===== config.mk =====
export PLATFORM = sky130hd
export DESIGN_NAME = dma_io_reader_flat
export DESIGN_NICKNAME = d
export VERILOG_FILES = /design/src/rtl/dma_io_reader_if.sv /design/src/rtl/dma_io_reader.sv /design/src/flat_wrapper.sv
export SDC_FILE = /design/constraint.sdc
export NUM_CORES = 1
export LEC_CHECK = 0
export ABC_AREA = 1
export CAP_MARGIN = 20
export CELL_PAD_IN_SITES_DETAIL_PLACEMENT = 1
export CELL_PAD_IN_SITES_GLOBAL_PLACEMENT = 2
export CORE_MARGIN = 2
export CORE_UTILIZATION = 29
export DETAILED_ROUTE_END_ITERATION = 6
export PLACE_DENSITY = 0.78
export SKIP_CTS_REPAIR_TIMING = 1
export SYNTH_ARGS = -nofsm -noshare
export SYNTH_HDL_FRONTEND = slang
export SYNTH_SLANG_ARGS = --single-unit

===== constraint.sdc =====
create_clock -name clk -period 2.2 [get_ports clk]
set_input_delay 0.44 -clock clk [delete_from_list [all_inputs] [get_ports clk]]
set_output_delay 0.44 -clock clk [all_outputs]
set_load 0.02 [all_outputs]

===== src/rtl/dma_io_reader_if.sv =====
// Bus bundle between the DMA reader, the IO device data port, the CPU bus
// arbiter and the memory write port.
interface dma_io_reader_if #(
  parameter int unsigned DATA_W = 32,
  parameter int unsigned ADDR_W = 32
);
  logic              io_cs;
  logic              io_write;
  logic [DATA_W-1:0] io_data;
  logic              bus_req;
  logic              bus_grant;
  logic [ADDR_W-1:0] mem_addr;
  logic [DATA_W-1:0] mem_wdata;
  logic              mem_we;
  logic              mem_ack;

  // DMA channel side
  modport master (
    output io_cs, io_write, bus_req, mem_addr, mem_wdata, mem_we,
    input  io_data, bus_grant, mem_ack
  );

  // Device / arbiter / memory side
  modport slave (
    input  io_cs, io_write, bus_req, mem_addr, mem_wdata, mem_we,
    output io_data, bus_grant, mem_ack
  );
endinterface


===== src/rtl/dma_io_reader.sv =====
// DMA channel that drains the IO device buffer into consecutive memory words.
module dma_io_reader #(
  parameter int unsigned DATA_W    = 32,
  parameter int unsigned ADDR_W    = 32,
  parameter int unsigned MAX_WORDS = 31,
  parameter int unsigned CNT_W     = 5
) (
  input  logic              clk,
  input  logic              rst_n,
  input  logic              cfg_en,
  input  logic [ADDR_W-1:0] cfg_base,
  input  logic [CNT_W-1:0]  cfg_len,
  input  logic              io_gpio,
  dma_io_reader_if.master   bus,
  output logic              busy,
  output logic              done,
  output logic              err,
  output logic [CNT_W-1:0]  xfer_count
);

  localparam logic [CNT_W-1:0] MAX_CNT = CNT_W'(MAX_WORDS);

  typedef enum logic [2:0] {
    S_IDLE,
    S_REQ,
    S_RD,
    S_CAP,
    S_WR,
    S_DONE
  } state_t;

  state_t            state;
  logic              io_cs_q;
  logic              io_write_q;
  logic              bus_req_q;
  logic              mem_we_q;
  logic [ADDR_W-1:0] mem_addr_q;
  logic [DATA_W-1:0] mem_wdata_q;
  logic [ADDR_W-1:0] addr_reg;
  logic [CNT_W-1:0]  len_reg;

  logic [CNT_W-1:0]  len_eff;
  logic [CNT_W-1:0]  cnt_inc;
  logic              last_word;
  logic              grant_lost;

  // Burst length clamp, post-ack count and end-of-burst / grant-loss conditions
  assign len_eff    = ((cfg_len == '0) || (cfg_len > MAX_CNT)) ? MAX_CNT : cfg_len;
  assign cnt_inc    = xfer_count + CNT_W'(1);
  assign last_word  = (cnt_inc == len_reg) || !io_gpio || !cfg_en;
  assign grant_lost = !bus.bus_grant &&
                      ((state == S_RD) || (state == S_CAP) || (state == S_WR));

  assign bus.io_cs     = io_cs_q;
  assign bus.io_write  = io_write_q;
  assign bus.bus_req   = bus_req_q;
  assign bus.mem_we    = mem_we_q;
  assign bus.mem_addr  = mem_addr_q;
  assign bus.mem_wdata = mem_wdata_q;

  // Burst sequencer; every output is registered alongside the state
  always_ff @(posedge clk or negedge rst_n) begin
    if (!rst_n) begin
      state       <= S_IDLE;
      io_cs_q     <= 1'b0;
      io_write_q  <= 1'b1;
      bus_req_q   <= 1'b0;
      mem_we_q    <= 1'b0;
      mem_addr_q  <= '0;
      mem_wdata_q <= '0;
      addr_reg    <= '0;
      len_reg     <= '0;
      busy        <= 1'b0;
      done        <= 1'b0;
      err         <= 1'b0;
      xfer_count  <= '0;
    end else begin
      done <= 1'b0;
      if (grant_lost) begin
        // An ack landing with the grant loss still counts: memory took the word
        if ((state == S_WR) && bus.mem_ack) begin
          xfer_count <= cnt_inc;
          addr_reg   <= addr_reg + ADDR_W'(1);
        end
        state      <= S_DONE;
        err        <= 1'b1;
        io_cs_q    <= 1'b0;
        io_write_q <= 1'b1;
        mem_we_q   <= 1'b0;
        bus_req_q  <= 1'b0;
        done       <= 1'b1;
      end else begin
        case (state)
          S_IDLE: begin
            if (cfg_en && io_gpio) begin
              state      <= S_REQ;
              bus_req_q  <= 1'b1;
              busy       <= 1'b1;
              addr_reg   <= cfg_base;
              len_reg    <= len_eff;
              xfer_count <= '0;
              err        <= 1'b0;
            end
          end
          S_REQ: begin
            if (bus.bus_grant) begin
              state      <= S_RD;
              io_cs_q    <= 1'b1;
              io_write_q <= 1'b0;
            end
          end
          S_RD: begin
            state <= S_CAP;
          end
          S_CAP: begin
            state       <= S_WR;
            io_cs_q     <= 1'b0;
            io_write_q  <= 1'b1;
            mem_we_q    <= 1'b1;
            mem_addr_q  <= addr_reg;
            mem_wdata_q <= bus.io_data;
          end
          S_WR: begin
            if (bus.mem_ack) begin
              mem_we_q   <= 1'b0;
              xfer_count <= cnt_inc;
              addr_reg   <= addr_reg + ADDR_W'(1);
              if (last_word) begin
                state     <= S_DONE;
                bus_req_q <= 1'b0;
                done      <= 1'b1;
              end else begin
                state      <= S_RD;
                io_cs_q    <= 1'b1;
                io_write_q <= 1'b0;
              end
            end
          end
          S_DONE: begin
            state <= S_IDLE;
            busy  <= 1'b0;
          end
          default: begin
            state <= S_IDLE;
          end
        endcase
      end
    end
  end

endmodule


===== src/flat_wrapper.sv =====
// flat-port wrapper written by rule: the top's interface ports become plain ports
module dma_io_reader_flat 
#(
  parameter int unsigned DATA_W    = 32,
  parameter int unsigned ADDR_W    = 32,
  parameter int unsigned MAX_WORDS = 31,
  parameter int unsigned CNT_W     = 5
)
  (clk, rst_n, cfg_en, cfg_base, cfg_len, io_gpio, busy, done, err, xfer_count, bus_io_cs, bus_io_write, bus_bus_req, bus_mem_addr, bus_mem_wdata, bus_mem_we, bus_io_data, bus_bus_grant, bus_mem_ack);
  dma_io_reader_if #(.DATA_W(DATA_W), .ADDR_W(ADDR_W)) bus_i ();
  input  logic clk;
  input  logic rst_n;
  input  logic cfg_en;
  input  logic [ADDR_W-1:0] cfg_base;
  input  logic [CNT_W-1:0] cfg_len;
  input  logic io_gpio;
  output logic busy;
  output logic done;
  output logic err;
  output logic [CNT_W-1:0] xfer_count;
  output wire logic [$bits(bus_i.io_cs)-1:0] bus_io_cs;
  output wire logic [$bits(bus_i.io_write)-1:0] bus_io_write;
  output wire logic [$bits(bus_i.bus_req)-1:0] bus_bus_req;
  output wire logic [$bits(bus_i.mem_addr)-1:0] bus_mem_addr;
  output wire logic [$bits(bus_i.mem_wdata)-1:0] bus_mem_wdata;
  output wire logic [$bits(bus_i.mem_we)-1:0] bus_mem_we;
  input wire logic [$bits(bus_i.io_data)-1:0] bus_io_data;
  input wire logic [$bits(bus_i.bus_grant)-1:0] bus_bus_grant;
  input wire logic [$bits(bus_i.mem_ack)-1:0] bus_mem_ack;
  assign bus_io_cs = bus_i.io_cs;
  assign bus_io_write = bus_i.io_write;
  assign bus_bus_req = bus_i.bus_req;
  assign bus_mem_addr = bus_i.mem_addr;
  assign bus_mem_wdata = bus_i.mem_wdata;
  assign bus_mem_we = bus_i.mem_we;
  assign bus_i.io_data = bus_io_data;
  assign bus_i.bus_grant = bus_bus_grant;
  assign bus_i.mem_ack = bus_mem_ack;
  dma_io_reader #(.DATA_W(DATA_W), .ADDR_W(ADDR_W), .MAX_WORDS(MAX_WORDS), .CNT_W(CNT_W)) u_core (.clk(clk), .rst_n(rst_n), .cfg_en(cfg_en), .cfg_base(cfg_base), .cfg_len(cfg_len), .io_gpio(io_gpio), .bus(bus_i), .busy(busy), .done(done), .err(err), .xfer_count(xfer_count));
endmodule

# [After elaboration in Yosys (flattened, before gate mapping)]
# Cells that the tools add are included.
[op_classes] addsub=2 multipliers=0 div_mod_pow=0 n_lt_le_gt_ge=1 eq_ne=13 shift=0 mux=43 n_bitwise=1 reduce_logical=28
[ops] operator="32-bit 2-to-1 mux" n=4
[ops] operator="32-bit case mux with 2 select lines" n=1
[ops] operator="32-bit by 1-bit adder with 32-bit output, second input constant" n=1
[ops] operator="5-bit 2-to-1 mux" n=5
[ops] operator="1-bit 2-to-1 mux" n=21
[ops] operator="3-bit 2-to-1 mux" n=5
[ops] operator="3-bit case mux with 5 select lines" n=1
[ops] operator="4-bit AND reduction" n=3
[ops] operator="5-bit case mux with 2 select lines" n=1
[ops] operator="3-bit AND reduction" n=3
[ops] operator="3-bit by 2-bit == test with 1-bit output, second input constant" n=2
[ops] operator="3-bit == test, second input constant" n=2
[ops] operator="3-bit by 1-bit != test with 1-bit output, second input constant" n=2
[ops] operator="3-bit by 2-bit != test with 1-bit output, second input constant" n=2
[ops] operator="1-bit case mux with 2 select lines" n=3
[ops] operator="1-bit case mux with 3 select lines" n=2
[ops] operator="2-bit AND reduction" n=3
[ops] operator="2-bit nonzero test" n=3
[ops] operator="3-bit nonzero test" n=2
[ops] operator="5-bit by 1-bit adder with 5-bit output, second input constant" n=1
[ops] operator="5-bit == test" n=1
[ops] operator="5-bit > comparator, second input constant" n=1
[ops] operator="5-bit zero test" n=1
[ops] operator="1-bit logical OR" n=5
[ops] operator="9 further kinds" n=13
[totals] register_bits=116 latchBits=0 ram_bits=0 mem_bits_ro=0 output_inout_bits=76 wordCells=101 mem_count=0

# [Logic depth before layout (Yosys ltp)]
# Gate-level depths: netlist of the first run.
[depth] ltp_word=8 mapped_depth=14 depth_no_buf=14

# [Least setup slack after synthesis of the first run]
# OpenSTA, ideal clock, no wires.
[synth_path] path_type="register -> register" from="register u_core.addr_reg[1]" to="register u_core.addr_reg[18]" arrival_ns=1.526 required_ns=2.087 slack_ns=0.561 path_stages_with_launch=13 n_path_buf=0 cell_sequence="dfrtp_1 > ha_1 > nand2_1 > nor2_2 > nand2_1 > inv_1 > nand2_1 > inv_2 > nand3_1 > nor3_1 > o21ai_2 > nand2_1 > inv_1"
[synth_between] elab_chain_cells=4
[synth_rtl] item="from (decl)" line_no="dma_io_reader.sv:39" source="logic [ADDR_W-1:0] addr_reg;"
[synth_rtl] item="from (signal assigned)" line_no="dma_io_reader.sv:83" source="addr_reg <= addr_reg + ADDR_W'(1);"
[synth_rtl] item="from (signal assigned)" line_no="dma_io_reader.sv:99" source="addr_reg <= cfg_base;"
[synth_rtl] item="from (signal assigned)" line_no="dma_io_reader.sv:127" source="addr_reg <= addr_reg + ADDR_W'(1);"
[synth_rtl] item="32-bit by 1-bit adder with 32-bit output *" line_no="dma_io_reader.sv:83, dma_io_reader.sv:127"
[synth_rtl] item="32-bit 2-to-1 mux" line_no="dma_io_reader.sv:124" source="if (bus.mem_ack) begin"
[synth_rtl] item="32-bit case mux with 2 select lines" line_no="dma_io_reader.sv:93" source="case (state)"
[synth_rtl] item="32-bit 2-to-1 mux *" line_no="dma_io_reader.sv:79" source="if (grant_lost) begin"
# Every way passes the cells marked *; elsewhere a longest branch is shown, timed or not. The select of a mux whose other input is x is not followed.
# A chain may end at the register's enable or synchronous reset.

# [Final worst setup path of the first run]
[layout_path] from="register u_core.xfer_count[0]" to="output xfer_count[0]"
[layout_rtl] item="from (decl)" line_no="dma_io_reader.sv:18" source="output logic [CNT_W-1:0] xfer_count"
[layout_rtl] item="from (signal assigned)" line_no="dma_io_reader.sv:82" source="xfer_count <= cnt_inc;"
[layout_rtl] item="from (signal assigned)" line_no="dma_io_reader.sv:126" source="xfer_count <= cnt_inc;"
[layout_rtl] item="to (decl)" line_no="flat_wrapper.sv:20" source="output logic [CNT_W-1:0] xfer_count;"
# No word-level cell between the ends.

==> results of run 1 <==
[area by class of cell]
type / count / area share, %
clock buffers: 18 / 5.04
clock inverters: 14 / 1.81
inverters: 76 / 3.44
multi-input cells: 472 / 31.4
flip-flops and latches: 116 / 34.1
well taps: 270 / 3.97
repair buffers: 173 / 20.2
[stage by stage]
step                area (sq um)  power, mW  hold slack [ns]
floorplan                   6080       7.91            0.144
global placement            7920       10.2            0.455
detailed placement          7920       10.5            0.462
CTS                         8510       13.3           0.0583
global route                8510       14.1           0.0810
finish                      8510       13.2           0.0517
[cell usage in the layout, fill, tap and decap left out, types with 2 or more instances in the layout]
| cell type | synthesis | routed |
|---|---|---|
| a21oi_1 | 5 | 5 |
| a22oi_1 | 2 | 2 |
| a22oi_2 | 3 | 3 |
| a31oi_1 | 6 | 6 |
| buf_12 | 1 | 4 |
| buf_4 | 5 | 20 |
| bufinv_16 | 0 | 2 |
| clkbuf_16 | 0 | 17 |
| clkdlybuf4s50_1 | 0 | 149 |
| clkinv_2 | 0 | 2 |
| clkinv_4 | 0 | 3 |
| clkinvlp_4 | 0 | 3 |
| dfrtp_1 | 115 | 115 |
| inv_1 | 71 | 71 |
| inv_2 | 4 | 4 |
| inv_6 | 0 | 4 |
| mux2_4 | 33 | 33 |
| nand2_1 | 175 | 175 |
| nand2_2 | 5 | 4 |
| nand2_4 | 4 | 5 |
| nand3_1 | 49 | 49 |
| nand4_1 | 8 | 8 |
| nor2_1 | 51 | 51 |
| nor2_2 | 2 | 2 |
| nor2_4 | 2 | 2 |
| nor3_1 | 16 | 16 |
| o211ai_1 | 8 | 8 |
| o21ai_0 | 34 | 34 |
| o21ai_1 | 32 | 32 |
| o21ai_2 | 10 | 10 |
| o22ai_1 | 9 | 9 |
| o22ai_2 | 5 | 5 |
| xor2_1 | 6 | 6 |
[worst max path at each step]
stage                                endpoint  slack (ns)  depth (start not counted)
after global placement     u_core.addr_reg[3]        0.16                         11
after global routing      u_core.addr_reg[18]       0.008                         12
final                           xfer_count[0]        0.17                          1
after detailed placement   u_core.addr_reg[3]        0.04                         11
after CTS                       xfer_count[0]        0.16                          1
after floorplan           u_core.addr_reg[18]        0.56                         12
[layer usage]
layer | up-vias | wire length, um | global-route usage [%] | share of wire (%)
li1 | 2605 | - | - | -
met1 | 2645 | 8990 | 24.1 | 45
met2 | 110 | 9980 | 32.0 | 50
met3 | 24 | 630 | 3.88 | 3.1
met4 | 0 | 450 | 6.05 | 2.2
met5 | - | 0 | 0 | 0
[synthesized netlist by cell type, types with 3 or more instances]
| master | instances |
|---|---|
| a22oi_2 | 3 |
| a21oi_1 | 5 |
| buf_6 | 11 |
| inv_1 | 71 |
| nand2_2 | 5 |
| buf_2 | 3 |
| dfrtp_1 | 115 |
| o21ai_1 | 32 |
| inv_2 | 4 |
| nand3_1 | 49 |
| nor3_1 | 16 |
| xor2_1 | 6 |
| nand2_1 | 175 |
| o22ai_2 | 5 |
| o22ai_1 | 9 |
| o21ai_0 | 34 |
| nor2_1 | 51 |
| a31oi_1 | 6 |
| mux2_4 | 33 |
| buf_4 | 5 |
| nand2_4 | 4 |
| o211ai_1 | 8 |
| nand4_1 | 8 |
| o21ai_2 | 10 |
[cell families (layout without fill, tap and decap cells)]
family / Yosys count / in the layout / share of synthesized area (%)
AOI/OAI and AO/OA: 117 / 117 / 12.1
DFF: 116 / 116 / 47.8
xor gates and xnor gates: 6 / 6 / 0.865
muxes: 33 / 33 / 8.15
adders and majority gates: 2 / 2 / 0.412
and+or+nand+nor: 314 / 314 / 22.2
buffers and inverters: 99 / 281 / 8.42
[power by group through the flow]
stage | clock network (mW) | logic (mW) | registers [mW]
after detailed placement | 0 | 6.53 | 3.92
after CTS | 2.82 | 6.58 | 3.90
final | 2.76 | 6.50 | 3.90
after floorplan | 0 | 3.42 | 4.49
after global routing | 2.91 | 7.12 | 4.04
after global placement | 0 | 6.35 | 3.86
[worst reg2reg max path: stages, from the launching register on]
cell     delay [ns]
dfrtp_1        0.40
ha_2           0.25
nand2_1        0.07
nor2_2         0.11
nand2_1        0.17
inv_1          0.17
nand2_1        0.14
inv_2          0.08
nand3_1        0.11
nor3_1         0.21
o21ai_2        0.07
nand2_1        0.06
inv_1          0.03
==> impl_metrics.toml, run 1 <==
[cts]
clk_path_buf_depth = 2
root_buffer = "clkbuf_16"
cts_tree = "built"
clkSlewWorstSetupHoldPaths_ns = 0.06
clock_latency_ns = 0.41
htree_num_levels = 4
clock_sinks = 116
numCtsBuffers = 17

[flow_run]
drv_cap = 0

[finish]
synthToLayoutAreaGrowth_pct = 40.0
layout.nets = 933
antenna_cells = 0
drive_gt1_share_pct = 14.8
fin_util_pct = 41.7
nFillCells = 2369
regArea_sq_mm = 0.00290
fin_cells = 1139
multi_input_area_sq_mm = 0.00267

[timing]
period_share_pct = 92.3
rsz0062_at_grt = "no"
worst_slew_pin_slew_ns = 0.660
fin_worst_skew_ns = 0.0102
fin_crit_ns = 2.03
tns_ns = 0
setup-violations-final = 0
timing_hold_violations_final = 0
slew_headroom_pct = 56.0
finalMaxSlewViolations = 0
worst_slack_ns = 0.169
max_freq_ghz = 0.492

[critical_path]
path_delay_family = "buffers and inverters"
path_cells = "clkdlybuf4s50_1"
crit_path_start_kind = "flop"
crit_slowest_cell = "clkdlybuf4s50_1"
worst_path_largest_cell_delay_ns = 0.67
required_ns = 1.76
r2r_start = "u_core.addr_reg[1]"
crit_path_start = "u_core.xfer_count[0]"
r2r_cells = 12
crit_buf_inv = 1
path_max_fanout = 8
arrival_ns = 1.59
reg2reg_slack_ns = 0.23
path_class = "reg -> out"
crit_path_end_kind = "output port"
rr_endpoint = "u_core.addr_reg[18]"

[global_route]
grt_pass1_vias = 6046
grt_max_degree = 56
grt_pass1_wl_mm = 32.5
grt_use_total_pct = 18.8
antenna_found_initial = 0
grt-ovfl-total = 0

[placed_design]
io_buffers = 150
pre_cts_slack_ns = 0.0351
place_inst = 1107
hpwl_mm = 15.3
place_congestion = 0.864

[power]
power.switching_mw = 5.52
power.internal_mw = 7.63
powerDensity_mw_per_mm2 = 1550
leakagePower_nw = 3.92
p_seq_share_pct = 29.6
swShare_pct = 42.0
power_frac_comb_pct = 49.4
peakVddDrop_v = 0.000549
pwr-share-clk_pct = 20.9

[die]
chipWidth_um = 149
dieHeight_um = 149
core_sq_mm = 0.0204
rows = 52
fp.dieArea_sq_mm = 0.0221
start_util_pct = 29.8
io_pins = 151

[synth]
synth_cells = 687
synth_top_cell_by_area = "dfrtp_1"
synth_top_area_share_pct = 47.3
ys_ff_latch = 116
async_flop_share_pct = 100
synthDistinctLibCells = 38
synth-edff-count = 0
synth_ff_type = "dfrtp_1"
netlist_area_sq_mm = 0.00608
yosys-top-cells-area = "dfrtp_1 47%, nand2_1 11%, mux2_4 8.2%"
syn-num-nets = 764
syn_avg_cell_area_sq_um = 8.85
ys_warn_count = 0
ys_seq_area_share_pct = 47.8

[run_status]
outcome = "complete, no violations"

[detailed_routing]
finalWirelength_mm = 20.0
wl_per_cell_um = 17.6
drtIter0Drc = 256
drc = 0
drtPass1Iterations = 4
ant_nets = 0
viasPerCell = 4.73
vias = 5384

[worst_hold_path]
hold_path.class = "in -> async"
Note: power is estimated with default switching activity, not from simulation.
==> run 2, diff against run 1 <==
--- a/config.mk
+++ b/config.mk
@@ -13,6 +13,7 @@
 export CORE_UTILIZATION = 29
 export DETAILED_ROUTE_END_ITERATION = 6
 export PLACE_DENSITY = 0.78
+export REMOVE_ABC_BUFFERS = 1
 export SKIP_CTS_REPAIR_TIMING = 1
 export SYNTH_ARGS = -nofsm -noshare
 export SYNTH_HDL_FRONTEND = slang
==> impl_metrics.toml, run 2 (synthesized netlist as in run 1, its figures left out) <==
[detailed_routing]
vias = 5304
drtPass1Iterations = 4
drc = 0
wl_per_cell_um = 16.3
viasPerCell = 4.68
finalWirelength_mm = 18.4
ant_nets = 0
drtIter0Drc = 170

[worst_hold_path]
hold_path.class = "in -> async"

[run_status]
outcome = "complete, but fails checks"
violations = "hold timing"

[critical_path]
crit_path_end_kind = "output port"
r2r_start = "u_core.addr_reg[0]"
required_ns = 1.76
rr_endpoint = "u_core.addr_reg[30]"
path_cells = "clkdlybuf4s50_1"
path_max_fanout = 8
reg2reg_slack_ns = 0.29
setup.worst_path.end = "xfer_count[0]"
path_delay_family = "buffers and inverters"
crit_path_start = "u_core.xfer_count[0]"
worst_path_largest_cell_delay_ns = 0.67
path_class = "reg -> out"
arrival_ns = 1.59
crit_slowest_cell = "clkdlybuf4s50_1"
crit_buf_inv = 1
crit_path_start_kind = "flop"
r2r_cells = 11
cp.depth = 1

[finish]
final_cell_mix = "175 x nand2_1, 149 x clkdlybuf4s50_1, 115 x dfrtp_1"
multi_input_area_sq_mm = 0.00267
drive_gt1_share_pct = 14.4
synthToLayoutAreaGrowth_pct = 40.0
regArea_sq_mm = 0.00290
layout.nets = 929
layout_commonest_cell = "nand2_1"
antenna_cells = 0
nFillCells = 2381
fin_util_pct = 41.6

[timing]
fin_worst_skew_ns = 0.0100
timing_hold_violations_final = 34
finalMaxSlewViolations = 0
setup-violations-final = 0
tns_ns = 0
slew_headroom_pct = 67.5
hold_ws_ns = -0.0187
period_share_pct = 92.2
fin_crit_ns = 2.03
worst_slew_pin_slew_ns = 0.487
max_freq_ghz = 0.493
rsz0062_at_grt = "no"

[die]
fp.dieArea_sq_mm = 0.0221
dieHeight_um = 149
rows = 52
chipWidth_um = 149
start_util_pct = 29.8
core_sq_mm = 0.0204
io_pins = 151

[global_route]
grt-ovfl-total = 0
grt_pass1_vias = 5622
grt_use_total_pct = 17.2
grt_pass1_wl_mm = 29.8
antenna_found_initial = 0
grt_max_degree = 49

[cts]
root_buffer = "clkbuf_16"
cts_tree = "built"
clk_path_buf_depth = 2
clkSlewWorstSetupHoldPaths_ns = 0.06
clock_sinks = 116
clock_latency_ns = 0.42
htree_num_levels = 4
numCtsBuffers = 17

[placed_design]
place_congestion = 0.848
hpwl_mm = 14.0
io_buffers = 150

[flow_run]
drv_cap = 0

[power]
powerDensity_mw_per_mm2 = 1530
total_power_mw = 13.0
leakagePower_nw = 3.90
peakVddDrop_v = 0.000579
==> run 2: area by class of cell <==
type	instances	share of cell area, %
inverter	76	3.44
clock inverter	14	1.63
clock buffer	17	5.00
tap	270	3.97
timing repair buffer	169	20.5
multi-input combinational	472	31.4
sequential	116	34.1
==> run 2: worst min path at each step <==
stage | to | cells after the start
2_1_floorplan | u_core.addr_reg[0] | 0
3_3_place_gp | u_core.bus.mem_wdata[15] | 1
3_5_place_dp | u_core.bus.mem_wdata[28] | 1
4_1_cts | u_core.bus.mem_addr[8] | 1
5_1_grt | u_core.bus.mem_addr[8] | 1
6_report | u_core.bus.mem_addr[8] | 1
==> run 2: where the power goes <==
| group | leakage [nW] | switching, mW | internal [mW] |
|---|---|---|---|
| clock | 0.263 | 1.04 | 1.65 |
| combinational | 2.19 | 3.56 | 2.88 |
| sequential | 1.45 | 0.749 | 3.14 |
| total | 3.90 | 5.34 | 7.66 |
==> run 2: metal layers <==
metal  up-vias  track usage, %  part of all wire [%]
li1       2609               -                     -
met1      2558            22.5                    47
met2       123            28.9                    47
met3        14            3.49                   4.4
met4         0            5.05                   1.2
met5         -               0                     0
==> run 2: metrics by stage <==
| step | setup WS, ns | hold slack, ns | cells | area, sq um |
|---|---|---|---|---|
| after floorplan | -0.198 | 0.144 | 664 | 5860 |
| after global placement | 0.0742 | 0.431 | 1103 | 7940 |
| after detailed placement | -0.0672 | 0.439 | 1103 | 7940 |
| after CTS | 0.142 | -0.0139 | 1134 | 8510 |
| after global routing | 0.0817 | 0.00864 | 1134 | 8510 |
| final | 0.172 | -0.0187 | 1134 | 8510 |
